==> config.mk <==
export PLATFORM = sky130hd
export DESIGN_NAME = hdlc_tx_framer
export DESIGN_NICKNAME = d
export VERILOG_FILES = /design/src/rtl/hdlc_tx_framer.sv
export SDC_FILE = /design/constraint.sdc
export NUM_CORES = 1
export LEC_CHECK = 0
export BUFFER_PORTS_ARGS = -buffer_cell sky130_fd_sc_hd__buf_2
export CAP_MARGIN = 40
export CORE_UTILIZATION = 53
export DETAILED_ROUTE_END_ITERATION = 12
export MAX_ROUTING_LAYER = met4
export PLACE_DENSITY_LB_ADDON = 0.25
export SYNTH_ARGS = -nofsm -noshare
export SYNTH_HDL_FRONTEND = slang
export SYNTH_SLANG_ARGS = --single-unit
==> constraint.sdc <==
create_clock -name Clk -period 2 [get_ports Clk]
set_clock_uncertainty 0.15 [all_clocks]
set_input_delay 0.1 -clock Clk [delete_from_list [all_inputs] [get_ports Clk]]
set_output_delay 0.1 -clock Clk [all_outputs]
set_load 0.02 [all_outputs]
==> src/rtl/hdlc_tx_framer.sv <==
// HDLC transmit framer: flags, zero-bit stuffing, idle fill and abort.
// One line bit per clock, all outputs registered except the gated ready.
module hdlc_tx_framer #(
  parameter int STUFF_LEN = 5,
  parameter int MIN_IDLE  = 8
) (
  input  logic       Clk,
  input  logic       Rst,
  input  logic       Tx_Enable,
  input  logic [7:0] Tx_Data,
  input  logic       Tx_Valid,
  input  logic       Tx_Last,
  output logic       Tx_Ready,
  input  logic       Tx_AbortFrame,
  output logic       Tx,
  output logic       Tx_ActiveFrame,
  output logic       Tx_Done,
  output logic       Tx_Aborted,
  output logic       Tx_Underrun
);
  localparam int SW = $clog2(STUFF_LEN + 1);
  localparam int IW = $clog2(MIN_IDLE + 1);
  localparam logic [SW-1:0] STUFF_MAX = SW'(STUFF_LEN);
  localparam logic [IW-1:0] IDLE_MAX = IW'(MIN_IDLE);

  typedef enum logic [2:0] {
    IDLE, START_FLAG, DATA, END_FLAG, ABORT
  } state_t;

  state_t        state;
  logic [2:0]    idx;
  logic [SW-1:0] stuff_cnt;
  logic [IW-1:0] idle_cnt;
  logic [7:0]    byte_q;
  logic          last_q;
  logic          tail;
  logic          rdy_q;
  logic [1:0]    fin;

  logic          abort_req;
  logic          in_frame;
  logic          kill;
  logic          flag_bit;
  logic          dbit;
  logic [SW-1:0] dcnt;

  assign abort_req = Tx_AbortFrame | ~Tx_Enable;
  assign in_frame  = (state == START_FLAG) || (state == DATA) ||
                     (state == END_FLAG);
  assign kill      = in_frame && (abort_req || (rdy_q && !Tx_Valid));
  assign flag_bit  = (idx != 3'd0) && (idx != 3'd7);
  assign Tx_Ready  = rdy_q & ~abort_req;

  // a ready cycle emits bit 0 of the incoming byte straight away
  always_comb begin
    dbit = rdy_q ? Tx_Data[0] : byte_q[idx];
    dcnt = dbit ? stuff_cnt + 1'b1 : '0;
  end

  always_ff @(posedge Clk) begin
    if (!Rst) begin
      state          <= IDLE;
      idx            <= '0;
      stuff_cnt      <= '0;
      idle_cnt       <= IDLE_MAX;
      byte_q         <= '0;
      last_q         <= 1'b0;
      tail           <= 1'b0;
      rdy_q          <= 1'b0;
      fin            <= '0;
      Tx             <= 1'b1;
      Tx_ActiveFrame <= 1'b0;
      Tx_Done        <= 1'b0;
      Tx_Aborted     <= 1'b0;
      Tx_Underrun    <= 1'b0;
    end else begin
      Tx_Done     <= 1'b0;
      Tx_Aborted  <= 1'b0;
      Tx_Underrun <= 1'b0;
      if (kill) begin
        Tx_Underrun <= rdy_q && !Tx_Valid;
        Tx          <= 1'b0;
        state       <= ABORT;
        idx         <= 3'd1;
        rdy_q       <= 1'b0;
        tail        <= 1'b0;
        stuff_cnt   <= '0;
      end else begin
        unique case (state)
          IDLE: begin
            Tx             <= 1'b1;
            Tx_Done        <= fin[0];
            Tx_Aborted     <= fin[1];
            fin            <= '0;
            Tx_ActiveFrame <= 1'b0;
            if (idle_cnt != IDLE_MAX)
              idle_cnt <= idle_cnt + 1'b1;
            if (Tx_Enable && Tx_Valid && idle_cnt == IDLE_MAX) begin
              Tx             <= 1'b0;
              Tx_ActiveFrame <= 1'b1;
              state          <= START_FLAG;
              idx            <= 3'd1;
              stuff_cnt      <= '0;
            end
          end
          START_FLAG, END_FLAG: begin
            Tx        <= flag_bit;
            idx       <= idx + 3'd1;
            stuff_cnt <= '0;
            if (idx == 3'd7) begin
              if (state == START_FLAG) begin
                state <= DATA;
                rdy_q <= 1'b1;
              end else begin
                state    <= IDLE;
                idle_cnt <= '0;
                fin      <= 2'b01;
              end
            end
          end
          DATA: begin
            if (rdy_q) begin
              rdy_q     <= 1'b0;
              byte_q    <= Tx_Data;
              last_q    <= Tx_Last;
              Tx        <= dbit;
              stuff_cnt <= dcnt;
              idx       <= 3'd1;
            end else if (stuff_cnt == STUFF_MAX) begin
              Tx        <= 1'b0;
              stuff_cnt <= '0;
              if (tail) begin
                tail <= 1'b0;
                if (last_q) begin
                  state <= END_FLAG;
                  idx   <= '0;
                end else begin
                  rdy_q <= 1'b1;
                end
              end
            end else begin
              Tx        <= dbit;
              stuff_cnt <= dcnt;
              idx       <= idx + 3'd1;
              if (idx == 3'd7) begin
                if (dcnt == STUFF_MAX) begin
                  tail <= 1'b1;
                end else if (last_q) begin
                  state <= END_FLAG;
                  idx   <= '0;
                end else begin
                  rdy_q <= 1'b1;
                end
              end
            end
          end
          ABORT: begin
            Tx  <= 1'b1;
            idx <= idx + 3'd1;
            if (idx == 3'd7) begin
              state    <= IDLE;
              idle_cnt <= '0;
              fin      <= 2'b10;
            end
          end
          default: state <= IDLE;
        endcase
      end
    end
  end
endmodule
==> flow_summary.json <==
{
  "status": "complete, but fails checks",
  "failed_checks": "setup timing",
  "syn_area_um2": 1920,
  "rows": 21,
  "syn_nets": 259,
  "clock_path_buffers": 2,
  "pin_count": 20,
  "start_util_pct": 56.6,
  "grt_pass1_vias": 1933,
  "drive_above_1_share_pct": 28.7,
  "grt_overflow": 0,
  "finalSetupTns_ps": -21.6,
  "cts_tree": "done",
  "cts-root-buf": "clkbuf_4",
  "fin_cells": 335,
  "critical-path-top-delay-family": "simple AND/OR/NAND/NOR gates",
  "synth_cell_types": 56,
  "path_buf_inv": 0,
  "synth_common_cells": "dfxtp_1 (31), nand2_1 (24), o21ai_0 (14)",
  "crit_slowest_cell": "or4b_1",
  "coreArea_um2": 3390,
  "ant_nets": 0,
  "firstDrtPassIters": 5,
  "h-tree-depth": 2,
  "design_area_um2": 2520,
  "cp-start-kind": "flop",
  "cp.depth": 7,
  "synthCells": 238,
  "tightest_slew_ps": 476,
  "fmax_mhz": 495,
  "clk_pin_slew_ps": 110,
  "numCtsBuffers": 5,
  "routed_wirelength_mm": 5.05,
  "synth_area_per_cell_um2": 8.05,
  "ir_worst_vdd_v": 0.000873,
  "max_slew_margin_pct": 68.0,
  "num_vias": 1949,
  "hold_path.class": "in2reg",
  "post_drt_wl_per_cell_um": 15.1,
  "period_needed_ps": 2020,
  "dieArea_um2": 3860,
  "maxCapViolations": 0,
  "synth_most_common_cell": "dfxtp_1",
  "grt_usage_pct": 29.8,
  "criticalPathCategory": "reg2reg",
  "r2r_cells": 7,
  "seq_area_frac_synth_pct": 32.4,
  "synth-main-ff-cell": "dfxtp_1",
  "holdPathEnd": "idx[0]",
  "globalplace.congestion": 0.881,
  "p_leak_nw": 0.957,
  "die_w_um": 62.1,
  "synth_seq_cells": 31,
  "hold_viol": 0,
  "crit_top_cell": "ha_4",
  "numClockSinks": 31,
  "timing.rr.start": "idx[0]",
  "crit_path_cell_trace": "ha_4 > ha_4 > nand3_4 > nor4_4 > nor2_2 > or4b_1 > a21boi_1",
  "rsz0062_at_grt": "true",
  "dp.cells": 316,
  "synthArstFlopShare_pct": 0,
  "io_buffers": 19,
  "crit_required_ps": 2140,
  "dp_hpwl_mm": 3.38,
  "synth-edff-count": 0,
  "drc": 0,
  "place_area_um2": 2260,
  "power.density_nw_per_um2": 742,
  "setup_viol": 1,
  "ys_warn_count": 0,
  "r2r_end": "idle_cnt[2]",
  "critPathCaptureType": "flop",
  "clk-insertion-delay-late_ps": 360,
  "grt_pass1_wl_mm": 8.88,
  "grt_max_degree": 25,
  "timing.final.ws_setup_ps": -21.6,
  "arrival_ps": 2160,
  "timing.final.crit_share_pct": 101,
  "area_growth_pct": 31.3,
  "whs_path_depth": 3,
  "cp_max_fo": 6,
  "nNetsFinal": 309,
  "hp-start": "Rst",
  "antenna_found_initial": 0,
  "critPathMaxStageDelay_ps": 490,
  "yosysTopAreaCell": "dfxtp_1",
  "dieHeight_um": 62.1,
  "viasPerCell": 5.82,
  "slew_viol_final": 0,
  "yosys-top-cells-area": "dfxtp_1 (32%), nand2_1 (4.7%), ha_1 (4.6%)",
  "antennaDiodeCount": 0,
  "yosysTopAreaCellShare_pct": 32.4,
  "drtIter0Drc": 136,
  "reg2reg_slack_ps": -20
}
## timing repair
action / CTS / global route
pin swaps: 3 / 10
setup buffers: 0 / 1
hold buffers: 10 / 0
endpoints found under the setup margin: 8 / 12
gates resized for setup: 3 / 17
hold endpoints to repair: 10 / 0
## cell families after synthesis
kind of cell,share of synthesized area (%)
AO/OA/AOI/OAI,26.0
XOR/XNOR,0.914
adder cells (fa/ha/maj),4.57
buffers and inverters,5.94
flip-flops,32.4
multiplexers,4.31
AND/OR/NAND/NOR,25.9
## metal layers
metal | GRT usage [%] | vias to the layer above | part of all wire [%]
met5 | - | - | 0
met4 | 14.8 | 0 | 2.6
met3 | 6.07 | 15 | 7.1
met2 | 44.8 | 83 | 45
met1 | 38.1 | 881 | 46
li1 | - | 970 | -
## tightest hold or removal path: stages
cell	delay (ps)
buf_2	230
o21ai_1	120
a31oi_1	50
## power breakdown
group	total, W	internal, W	switching [W]
clock	0.000501	0.000257	0.000244
sequential	0.000706	0.000666	0.0000403
combinational	0.000659	0.000289	0.000370
## worst max-delay path by stage
stage,start,to,slack [ps]
floorplan,idx[0],idle_cnt[2],-40
detailed placement,stuff_cnt[1],idx[0],-110
CTS,idx[0],idle_cnt[2],-20
global placement,stuff_cnt[1],idx[0],-30
finish,idx[0],idle_cnt[2],-20
global route,idx[0],idle_cnt[2],-120
## flip-flops by register name, indices dropped and copies added (netlist names), 2 cells and up
name and count:
fin 2, stuff_cnt 3, idle_cnt 4, state 3
byte_q 8, idx 3
## placed cells by master (no fill, tap or decap), types with 9 or more instances in the layout
cell type | netlist | final
dlygate4sd3_1 | 0 | 10
buf_4 | 0 | 28
dfxtp_1 | 31 | 27
nand3_1 | 12 | 11
nand2_1 | 24 | 24
buf_2 | 3 | 19
inv_1 | 11 | 9
nor2_1 | 12 | 11
a21oi_1 | 11 | 9
nor2b_1 | 10 | 10
o21ai_0 | 14 | 13
## stage by stage
stage | setup WS, ps | total power (W) | hold WS (ps) | util, %
final | -21.6 | 0.00187 | 24.8 | 74.2
after CTS | -15.8 | 0.00185 | 29.1 | 72.4
after global placement | -34.5 | 0.00133 | 212 | 66.6
after detailed placement | -108 | 0.00134 | 228 | 66.6
after floorplan | -42.5 | 0.00115 | 106 | -
after global routing | -122 | 0.00198 | 57.5 | 74.2
## layout make-up
class | count | area [um^2]
inverter | 11 | 41.3
clock buffer | 5 | 37.5
timing repair buffer | 57 | 405
fill | 262 | 873
sequential | 31 | 633
multi-input combinational | 182 | 1300
clock inverter | 3 | 38.8
tap | 46 | 57.6
No activity file was read; power rests on OpenSTA's default activity.
